===== src/rtl/exec_unit.sv =====
// exec_unit: RV32I/RV64I execute stage. It computes ALU, compare, shift,
// LUI/AUIPC/LINK results and runs byte/half/word loads and stores over a
// request/acknowledge data-memory port that may insert wait states.
// Optional feature macro: EXEC_MISALIGN_TRAP_EN traps misaligned half/word
// accesses without issuing a request.
module exec_unit #(
  parameter int XLEN        = 32,
  parameter int PC_STEP     = 4,
  parameter int MEM_TIMEOUT = 16
) (
  input  logic              clk,
  input  logic              rst,
  input  logic              start,
  input  logic [4:0]        op,
  input  logic              use_imm,
  input  logic [XLEN-1:0]   rs1,
  input  logic [XLEN-1:0]   rs2,
  input  logic [XLEN-1:0]   imm,
  input  logic [XLEN-1:0]   pc,
  output logic              busy,
  output logic              done,
  output logic [XLEN-1:0]   result,
  output logic              err,
  output logic              dmem_req,
  output logic              dmem_we,
  output logic [XLEN-1:0]   dmem_addr,
  output logic [XLEN-1:0]   dmem_wdata,
  output logic [XLEN/8-1:0] dmem_be,
  input  logic [XLEN-1:0]   dmem_rdata,
  input  logic              dmem_ack
);
  localparam int SHW = $clog2(XLEN);
  localparam int LB  = $clog2(XLEN/8);
  localparam int NB  = XLEN/8;
  localparam int TW  = (MEM_TIMEOUT > 0) ? $clog2(MEM_TIMEOUT + 1) : 1;
  localparam logic [TW-1:0] TO_LAST = (MEM_TIMEOUT > 0) ? TW'(MEM_TIMEOUT - 1) : '0;
  localparam bit TO_EN = (MEM_TIMEOUT > 0);

  localparam logic [1:0] S_IDLE = 2'd0;
  localparam logic [1:0] S_EXEC = 2'd1;
  localparam logic [1:0] S_MEM  = 2'd2;
  localparam logic [1:0] S_DONE = 2'd3;

  logic [1:0]      state;
  logic [4:0]      op_q;
  logic            use_imm_q;
  logic [XLEN-1:0] rs1_q, rs2_q, imm_q, pc_q;
  logic [TW-1:0]   wcnt;

  logic [XLEN-1:0] opb, alu_res, addr, st_val, ld_sh, ld_res;
  logic [SHW-1:0]  shamt;
  logic [LB-1:0]   off;
  logic [1:0]      size;
  logic [NB-1:0]   be_base;
  logic            illegal, misalign, is_store;

  // ALU / upper-immediate / link result for the EXEC state
  always_comb begin
    opb     = use_imm_q ? imm_q : rs2_q;
    shamt   = opb[SHW-1:0];
    illegal = 1'b0;
    alu_res = '0;
    case (op_q)
      5'd0:  alu_res = rs1_q + opb;
      5'd1:  alu_res = rs1_q - opb;
      5'd2:  alu_res = rs1_q ^ opb;
      5'd3:  alu_res = rs1_q | opb;
      5'd4:  alu_res = rs1_q & opb;
      5'd5:  alu_res = rs1_q << shamt;
      5'd6:  alu_res = rs1_q >> shamt;
      5'd7:  alu_res = $unsigned($signed(rs1_q) >>> shamt);
      5'd8:  alu_res = {{(XLEN-1){1'b0}}, $signed(rs1_q) < $signed(opb)};
      5'd9:  alu_res = {{(XLEN-1){1'b0}}, rs1_q < opb};
      5'd18: alu_res = pc_q + XLEN'(PC_STEP);
      5'd19: alu_res = imm_q << 12;
      5'd20: alu_res = pc_q + (imm_q << 12);
      default: illegal = 1'b1;
    endcase
  end

  // Address, byte lanes, store data placement and load extraction
  always_comb begin
    addr     = rs1_q + imm_q;
    off      = addr[LB-1:0];
    is_store = (op_q >= 5'd15);
    case (op_q)
      5'd11, 5'd14, 5'd16: size = 2'd1;
      5'd12, 5'd17:        size = 2'd2;
      default:             size = 2'd0;
    endcase
    case (size)
      2'd1:    be_base = NB'(4'b0011);
      2'd2:    be_base = NB'(4'b1111);
      default: be_base = NB'(4'b0001);
    endcase
    case (size)
      2'd1:    st_val = XLEN'(rs2_q[15:0]);
      2'd2:    st_val = XLEN'(rs2_q[31:0]);
      default: st_val = XLEN'(rs2_q[7:0]);
    endcase
    misalign = ((size == 2'd1) && addr[0]) || ((size == 2'd2) && (addr[1:0] != 2'b00));
    ld_sh    = dmem_rdata >> {off, 3'b000};
    case (op_q)
      5'd10:   ld_res = {{(XLEN-8){ld_sh[7]}}, ld_sh[7:0]};
      5'd11:   ld_res = {{(XLEN-16){ld_sh[15]}}, ld_sh[15:0]};
      5'd13:   ld_res = XLEN'(ld_sh[7:0]);
      5'd14:   ld_res = XLEN'(ld_sh[15:0]);
      default: ld_res = (XLEN == 32) ? ld_sh : {{(XLEN-32){ld_sh[31]}}, ld_sh[31:0]};
    endcase
  end

  // Control FSM plus registered outputs and memory request
  always_ff @(posedge clk) begin
    if (rst) begin
      state      <= S_IDLE;
      op_q       <= '0;
      use_imm_q  <= 1'b0;
      rs1_q      <= '0;
      rs2_q      <= '0;
      imm_q      <= '0;
      pc_q       <= '0;
      wcnt       <= '0;
      busy       <= 1'b0;
      done       <= 1'b0;
      result     <= '0;
      err        <= 1'b0;
      dmem_req   <= 1'b0;
      dmem_we    <= 1'b0;
      dmem_addr  <= '0;
      dmem_wdata <= '0;
      dmem_be    <= '0;
    end else begin
      done <= 1'b0;
      case (state)
        S_IDLE: if (start) begin
          op_q      <= op;
          use_imm_q <= use_imm;
          rs1_q     <= rs1;
          rs2_q     <= rs2;
          imm_q     <= imm;
          pc_q      <= pc;
          busy      <= 1'b1;
          state     <= (op >= 5'd10 && op <= 5'd17) ? S_MEM : S_EXEC;
        end
        S_EXEC: begin
          result <= alu_res;
          err    <= illegal;
          busy   <= 1'b0;
          state  <= S_DONE;
        end
        S_MEM: begin
          if (!dmem_req) begin
            // first MEM cycle: set up the request (ack is ignored while req is low)
`ifdef EXEC_MISALIGN_TRAP_EN
            if (misalign) begin
              result <= '0;
              err    <= 1'b1;
              busy   <= 1'b0;
              state  <= S_DONE;
            end else
`endif
            begin
              dmem_req   <= 1'b1;
              dmem_we    <= is_store;
              dmem_addr  <= addr;
              dmem_be    <= NB'(be_base << off);
              dmem_wdata <= st_val << {off, 3'b000};
              wcnt       <= '0;
            end
          end else if (dmem_ack) begin
            dmem_req <= 1'b0;
            result   <= is_store ? st_val : ld_res;
            err      <= 1'b0;
            busy     <= 1'b0;
            state    <= S_DONE;
          end else if (TO_EN && wcnt == TO_LAST) begin
            dmem_req <= 1'b0;
            result   <= '0;
            err      <= 1'b1;
            busy     <= 1'b0;
            state    <= S_DONE;
          end else begin
            wcnt <= wcnt + 1'b1;
          end
        end
        default: begin
          done  <= 1'b1;
          state <= S_IDLE;
        end
      endcase
    end
  end

  // misalign is only consumed when the trap is built in
  logic unused_ok;
  assign unused_ok = misalign;
endmodule


===== config.mk =====
export PLATFORM = sky130hd
export DESIGN_NAME = exec_unit
export DESIGN_NICKNAME = d
export VERILOG_FILES = /design/src/rtl/exec_unit.sv
export SDC_FILE = /design/constraint.sdc
export NUM_CORES = 1
export LEC_CHECK = 0
export ABC_AREA = 1
export CAP_MARGIN = 15
export CELL_PAD_IN_SITES_DETAIL_PLACEMENT = 0
export CELL_PAD_IN_SITES_GLOBAL_PLACEMENT = 1
export CORE_MARGIN = 2
export CORE_UTILIZATION = 43
export DETAILED_ROUTE_END_ITERATION = 8
export GPL_TIMING_DRIVEN = 1
export PLACE_DENSITY_LB_ADDON = 0.1
export RECOVER_POWER = 25
export SLEW_MARGIN = 20
export SYNTH_ARGS = -nofsm -noshare
export SYNTH_HDL_FRONTEND = slang
export SYNTH_SLANG_ARGS = --single-unit

===== constraint.sdc =====
create_clock -name clk -period 6.4 [get_ports clk]
set_input_delay 1.28 -clock clk [delete_from_list [all_inputs] [get_ports clk]]
set_output_delay 1.28 -clock clk [all_outputs]
set_load 0.02 [all_outputs]

### Word level (Yosys, flattened, before mapping)

Index checks and enable logic that the tools add are counted.

* input port bits: 170
* bits in registers: 246
* logic and storage cells: 116

* bitwise logic cells: 4
* add/sub/neg operators: 6
* equality and inequality tests: 29
* reductions and logical operators: 15
* shifts and indexed selects: 6
* order comparisons: 5
* mux-type cells: 34

Operators with widths (count)
* case mux 32 bit (13 select lines): 1
* 2-to-1 mux 32 bit: 5
* case mux 32 bit (2 select lines): 2
* case mux 32 bit (4 select lines): 1
* adder 32 bit: 3
* less-than comparator 32 bit: 2
* left shift 32 x 5 -> 32 bit: 2
* >> shifter 32 x 5 -> 32 bit: 2
* == test 5 x 4 -> 1 bit, second input constant: 8
* adder 32 x 3 -> 32 bit, second input constant: 1
* bitwise AND 32 bit: 1
* OR 32 bit: 1
* >>> shifter 32 x 5 -> 32 bit: 1
* subtractor 32 bit: 1
* bitwise XOR 32 bit: 1
* == test 5 bit, second input constant: 5
* == test 5 x 3 -> 1 bit, second input constant: 4
* 2-to-1 mux 5 bit: 3
* OR reduction 13 bit: 1
* 2-to-1 mux 1 bit: 12
* == test 5 x 2 -> 1 bit, second input constant: 2
* greater-or-equal comparator 5 x 4 -> 1 bit, second input constant: 2
* 2-to-1 mux 2 bit: 5
* AND reduction 3 bit: 3
* other kinds (23): 30

### Depth between registers and ports, before layout

Gate-level depths: netlist of the first run.

* depth after elaboration: 9
* depth in mapped cells: 24
* depth with buffers taken out: 22

### Worst setup path before layout of the first run

Ideal clock, no wire load.

* path kind: register -> register
* from: register use_imm_q
* to: register result[12]
* slack: 3414 ps
* cell stages (with the launch flop): 18
* arrival time: 2867 ps
* buffers on the path: 4
* clock period less this slack: 2986 ps
* path through: dfxtp_1 buf_6 clkbuf_1 clkbuf_1 o21ai_0 ha_1 clkbuf_1 nand2_1 nor2_1 nor3b_1 nand2_1 nand3_1 xor2_1 nor2_1 nor3_1 nand2_1 nand2_1 a21oi_1

* cells in the longest elaborated chain, start to end: 4
* elaborated cells between the ends (all ways): 11

RTL lines
* start: declaration: line 46 `logic use_imm_q;`
* start signal: assignment: line 137 `use_imm_q <= use_imm;`
* 2-to-1 mux 32 bit (*): line 59 `opb = use_imm_q ? imm_q : rs2_q;`
* subtractor 32 bit (tied with other cells): line 65 `5'd1: alu_res = rs1_q - opb;`
* case mux 32 bit (13 select lines) (*): line 63 `case (op_q)`
* case mux 32 bit (2 select lines) (*): line 134 `case (state)`
* end signal: assignment: line 146 `result <= alu_res;`
* end signal: assignment: line 172 `result <= is_store ? st_val : ld_res;`
* end: declaration: line 22 `output logic [XLEN-1:0] result,`

Mark *: on every way between the ends. The rest lies on a longest branch, timed or not.
A chain may end at the register's enable or synchronous reset.

==> out/metrics.cfg, run 1 <==
[timing]
worst_pin_slew_ns = 2.67
maxSlewViolCount = 53
setup_viol = 0
skew_ns = 0.0406
fin_crit_ns = 4.71
rsz0062_at_grt = false
slew_headroom = -0.781
min_period_over_period = 0.737
setup_tns_ns = 0
final-hold-violation-count = 0
timing.fmax_ghz = 0.212

[layout]
fillers = 6327
multiInputGateArea_um2 = 17400
layout.nets = 4803
fin_cells = 5244
utilization = 0.506
seqCellArea_um2 = 4930
layout-drive-gt1-share = 0.0384
areaGrowthSynthToFinish_pct = 16.5

[grt]
grt_pass1_wl_um = 189000
globalRouteTotalUtil = 0.422
grt_overflow = 0
grt_pass1_vias = 27900
antenna_found_initial = 3
grt_start_max_net_pins = 167

[clock_network]
cts_buffers = 29
htree_levels = 1
tritoncts = built
hold_buffers = 0
postCtsSetupRepairBufs = 0
root_buffer = clkbuf_16
cts_resized = 0
clkTransAtPathRegs_ns = 0.07
clk_latency_ns = 0.63
clock_path_buffers = 3
clkSinkCount = 246

[critical_path]
cp_max_fo = 128
start_kind = input port
rrSetupSlack_ns = 2.03
end_kind = flop
critPathArrivalTime_ns = 5.10
reg2reg_depth = 13
critical_path_class = in -> reg
crit_required_ns = 6.79

[power_and_ir_drop]
power_mw = 13.9
irDropWorstVdd_uv = 300
leakage_nw = 13.6
power_density_nw_per_um2 = 479

[placed_design]
post-place-cells = 5189
port_buffers = 274
place_congestion = 1.07
hpwl_um = 105000

[logic_synthesis]
synth_seq_cells = 246
synthDistinctLibCells = 60
ys.warnings.count = 0
synth_area_um2 = 25000
syn_inst = 4316
synth_fp_nets = 4664
yosys.area.top_type_share = 0.197
synth-main-ff-cell = dfxtp_1
yosysSeqAreaShare = 0.197
avgSynthCellArea_um2 = 5.79
synth_area_leader_cell = dfxtp_1
yosys-top-cells-area = dfxtp_1 (20%), nand2_1 (15%), nand3_1 (11%)
synth-async-reset-ratio = 0
synth_edf_count = 0

[drt]
drt-met1-wl_um = 55600
vias = 31100
drc = 0
viasPerCell = 5.94
dr.pass1.iters = 7
top_layer_used = met5
postRouteWirelength_um = 131000
drt_iter0_markers = 4082
postRouteAntennaNets = 0
dr_wl_met3_um = 14000
met2_length_um = 54800
wl_per_cell_um = 25.0

[die]
core.rowCount = 88
die_y_um = 245
ios = 275
die_x_um = 245
start_util = 0.434
coreArea_um2 = 57600
die_area_um2 = 60100

[hold_path]
worstHoldPathType = reg -> reg
whs_path_depth = 2

[job]
cap_viol_max_count = 1

[status]
violations = max-capacitance violations, max-slew violations
status = finished, violations left

-- cells in the mapped netlist (7+ instances only) --
master    count
inv_1       453
a211oi_1     13
nand3_1     537
xor2_1       21
a22oi_1      19
o221ai_1     15
nand2_1     998
a21o_1        9
nand2_2      10
nand3_2      10
o21ai_0     388
nor2_1      522
or2_2        25
a21oi_1     345
ha_1        174
o21ai_1      16
o21bai_1     19
buf_6         9
buf_2        55
nor3_1       66
buf_4        13
clkbuf_1    119
clkinv_1      8
dfxtp_1     246
xnor2_1       8
o211ai_1     23
a31oi_1      15
nand4_1      43
nand2_4       7
a221oi_1     12
nand3b_1      9
o22ai_1      34
inv_2         9
-- sequential cells by signal, summed over array words and instances (netlist names) --
signal and count:
busy 1, dmem_addr 32, dmem_be 4, dmem_req 1, dmem_wdata 32, dmem_we 1
done 1, err 1, imm_q 32, op_q 5, pc_q 32, result 32
rs1_q 32, rs2_q 32, state 2, use_imm_q 1, wcnt 5
-- kinds of logic after synthesis --
logic type                 count (synthesis)  synth area share
AOI/OAI and AO/OA                        940             0.208
DFF                                      246             0.197
buffers and inverters                    674             0.109
and+or+nand+nor                         2249             0.385
adders and majority gates                178            0.0903
xor gates and xnor gates                  29            0.0102
-- routing by layer --
metal / vias to the layer above / GRT usage
li1: 14600 / -
met1: 14400 / 0.594
met2: 1873 / 0.630
met3: 277 / 0.0668
met4: 2 / 0.185
met5: - / 0
-- report_power, final --
group          total (mW)  switching (mW)  leakage, nW  internal (mW)
registers            2.56           0.627         2.03           1.93
clock network        1.86           0.767        0.509           1.09
logic                9.53            6.85         11.1           2.68
-- layout by cell type (no fill, tap or decap), drive strengths merged, types with 4 or more instances in the layout --
master / n
o21bai: 19
o22ai: 34
a211oi: 13
clkdlybuf4s50: 261
dfxtp: 246
a221oi: 12
bufinv: 4
clkbuf: 44
a22oi: 19
buf: 37
a21boi: 4
nand2: 1015
inv: 465
nand3: 547
xnor2: 8
nand4: 43
nand3b: 9
a21o: 9
xor2: 21
dlygate4sd3: 12
clkinv: 12
a31oi: 15
nor4: 5
o2111ai: 5
or2: 26
nor2: 530
o221ai: 15
ha: 174
o211ai: 26
fa: 4
a21oi: 348
o21ai: 409
o21a: 4
and2: 4
nor3: 68
-- critical path: stages --
cell      delay [ns]
buf_2           0.07
clkbuf_1        1.88
inv_4           0.77
buf_12          0.46
o21ai_0         0.23
a21oi_1         0.22
-- worst paths after layout --
kind,endpoint,from
hold reg to reg,wcnt[4],wcnt[4]
setup reg to reg,result[13],use_imm_q
setup / recovery,rs1_q[1],rst
hold / removal,wcnt[4],wcnt[4]
-- cell type report --
class | instances | share of cell area
multi-input combinational | 3396 | 0.597
sequential | 246 | 0.169
timing repair buffer | 311 | 0.104
inverter | 471 | 0.0609
tap | 765 | 0.0329
clock buffer | 43 | 0.0295
clock inverter | 10 | 0.00619
antenna | 2 | 0.000172
-- per-stage QoR --
step	setup WS (ns)	instance area (um2)	hold WS [ns]
final	1.69	29100	0.469
after global routing	1.54	29100	0.479
after CTS	2.29	29100	0.463
after detailed placement	2.30	28100	0.455
after global placement	2.31	28100	0.443
after floorplan	3.41	25000	0.429
No activity file was read; power rests on OpenSTA's default activity.
==> run 2, diff against run 1 <==
--- a/config.mk
+++ b/config.mk
@@ -10,7 +10,7 @@
 export CELL_PAD_IN_SITES_DETAIL_PLACEMENT = 0
 export CELL_PAD_IN_SITES_GLOBAL_PLACEMENT = 1
 export CORE_MARGIN = 2
-export CORE_UTILIZATION = 43
+export CORE_UTILIZATION = 40
 export DETAILED_ROUTE_END_ITERATION = 8
 export GPL_TIMING_DRIVEN = 1
 export PLACE_DENSITY_LB_ADDON = 0.1
==> constraint.sdc (replaced) <==
create_clock -name clk -period 4.69 [get_ports clk]
set_input_delay 0.938 -clock clk [delete_from_list [all_inputs] [get_ports clk]]
set_output_delay 0.938 -clock clk [all_outputs]
set_load 0.02 [all_outputs]
==> run 2 against run 1 <==
Net effect:
- the flow still finishes with violations (max-capacitance violations, max-slew violations)
- die area rose by 7.4%
- first-iteration DRC count fell by 6.6%
- largest cell class unchanged
- wire length rose by 4.4%
- register-to-register slack got worse by 1.4 ns
- setup slack got worse by 1.1 ns
- power rose by 37%
- sequential power rose by 37%
==> out/metrics.cfg, run 2 (synthesis gave the netlist of run 1 again) <==
[status]
status = finished, violations left
violations = max-capacitance violations, max-slew violations

[critical_path]
cp_cell_sequence = buf_4 > nand2_2 > nand2_1 > ha_1 > fa_1 > nand2_1 > nand3_1 > inv_1 > o21ai_0 > nand3_1 > nand3_1 > nand2_1 > nand3_1 > nand3_1 > nand2_1 > a21oi_1
path_buf_inv = 2  ; -2
cp_slowest_stage_delay_ns = 0.53  ; -1.35 ns
critPathArrivalTime_ns = 4.62  ; -0.48 ns
start_kind = flop
crit_cells = 16  ; +10
crit_required_ns = 5.20  ; -1.59 ns
slowest_stage = dfxtp_2
crit_family = simple AND/OR/NAND/NOR gates
end_kind = flop
critical_path_class = reg -> reg
crit_path_frequent_cell = nand3_1
reg2reg_depth = 16  ; +3
cp_max_fo = 16  ; -88%

[timing]
skew_ns = 0.0345  ; -0.00613 ns
setup_tns_ns = 0  ; unchanged
final-hold-violation-count = 0  ; unchanged
hold_slack_ns = 0.468  ; -0.000705 ns
min_period_over_period = 0.876
timing.fmax_ghz = 0.243
maxSlewViolCount = 207  ; +290%
setup_viol = 0  ; unchanged
slew_headroom = -0.673  ; +0.108
rsz0062_at_grt = false
worst_pin_slew_ns = 2.51  ; -0.163 ns
fin_crit_ns = 4.11

[layout]
mostFrequentLayoutCells = nand2_1 (997), nand3_1 (537), nor2_1 (522)
layout_commonest_cell = nand2_1
areaGrowthSynthToFinish_pct = 17.7
layout-drive-gt1-share = 0.0454  ; +0.00703
fin_cells = 5350  ; +2.0%
layout.nets = 4835  ; +0.67%

[die]
start_util = 0.405  ; -0.0290
die_x_um = 254  ; +3.6%
die_area_um2 = 64500  ; +7.4%
coreArea_um2 = 61700  ; +7.2%
die_y_um = 254  ; +3.6%
ios = 275  ; unchanged
core.rowCount = 91  ; +3.4%

[power_and_ir_drop]
power_density_nw_per_um2 = 650  ; +36%
irDropWorstVdd_uv = 347  ; +16%
leakage_nw = 13.7  ; +0.61%

[clock_network]
postCtsSetupRepairBufs = 0  ; unchanged
htree_levels = 1  ; unchanged
root_buffer = clkbuf_16
clkSinkCount = 246  ; unchanged
cts_buffers = 30  ; +3.4%
clkTransAtPathRegs_ns = 0.06  ; about the same
tritoncts = built
clock_path_buffers = 3  ; unchanged
clk_latency_ns = 0.63  ; about the same
hold_buffers = 0  ; unchanged
cts_resized = 0  ; unchanged

[drt]
drc = 0  ; unchanged
vias = 31100  ; -0.045%
wl_per_cell_um = 25.6  ; +2.3%
drt_iter0_markers = 3814  ; -6.6%
dr.pass1.iters = 6  ; -1
postRouteWirelength_um = 137000  ; +4.4%
postRouteAntennaNets = 0  ; unchanged
viasPerCell = 5.82  ; -2.0%

[grt]
grt_pass1_vias = 28700  ; +2.8%
globalRouteTotalUtil = 0.414  ; -0.00737
antenna_found_initial = 3  ; unchanged
grt_start_max_net_pins = 98  ; -41%
grt_pass1_wl_um = 196000  ; +3.6%
grt_overflow = 0  ; unchanged

[placed_design]
port_buffers = 274  ; unchanged
hpwl_um = 111000  ; +6.2%
place_congestion = 1.09  ; +2.5%
post-place-cells = 5292  ; +2.0%

[job]
cap_viol_max_count = 3  ; +2

[hold_path]
whs_path_depth = 1  ; -1
worstHoldPathType = reg -> reg

[run 2: cell count changes in the layout (fill, tap and decap cells not counted), sizes merged]
cell	before	now
buf	37	64
clkdlybuf4s50	261	273
dlygate4sd3	12	0
clkinv	12	17
clkinvlp	0	5
bufinv	4	1
[run 2: layout make-up]
class	instances	area [um2]
repair buffers	342	3280
flip-flops and latches	246	4930
inverters	471	1770
fillers	6812	32300
clock inverters	17	171
diodes	2	5.00
multi-input cells	3396	17400
clock buffers	39	835
well taps	837	1050
[run 2: where the power goes]
group	internal (mW)	switching, mW
Combinational	3.78	9.42
Clock	1.33	1.09
Sequential	2.63	0.875
[run 2: layer usage]
layer  GRT usage  vias up  routed length (um)
li1            -    14700                   -
met1       0.569    14400               59000
met2       0.614     1670               56500
met3      0.0749      313               13000
met4       0.216        2                8400
met5           0        -                  13
[run 2: final timing paths]
kind,from,endpoint,slack (ns)
hold reg to reg,wcnt[3],wcnt[3],0.47
hold / removal,wcnt[3],wcnt[3],0.47
setup reg to reg,use_imm_q,result[24],0.58
setup / recovery,use_imm_q,result[24],0.58
[run 2: metrics by stage]
stage | power, mW | setup WS [ns] | util | instance area (um2)
finish | 19.1 | 0.582 | 0.477 | 29400
detailed placement | 16.2 | 0.731 | 0.461 | 28400
CTS | 18.6 | 0.679 | 0.477 | 29400
floorplan | 11.3 | 1.70 | - | 25000
global route | 20.2 | 0.285 | 0.477 | 29400
global placement | 16.3 | 0.684 | 0.461 | 28400
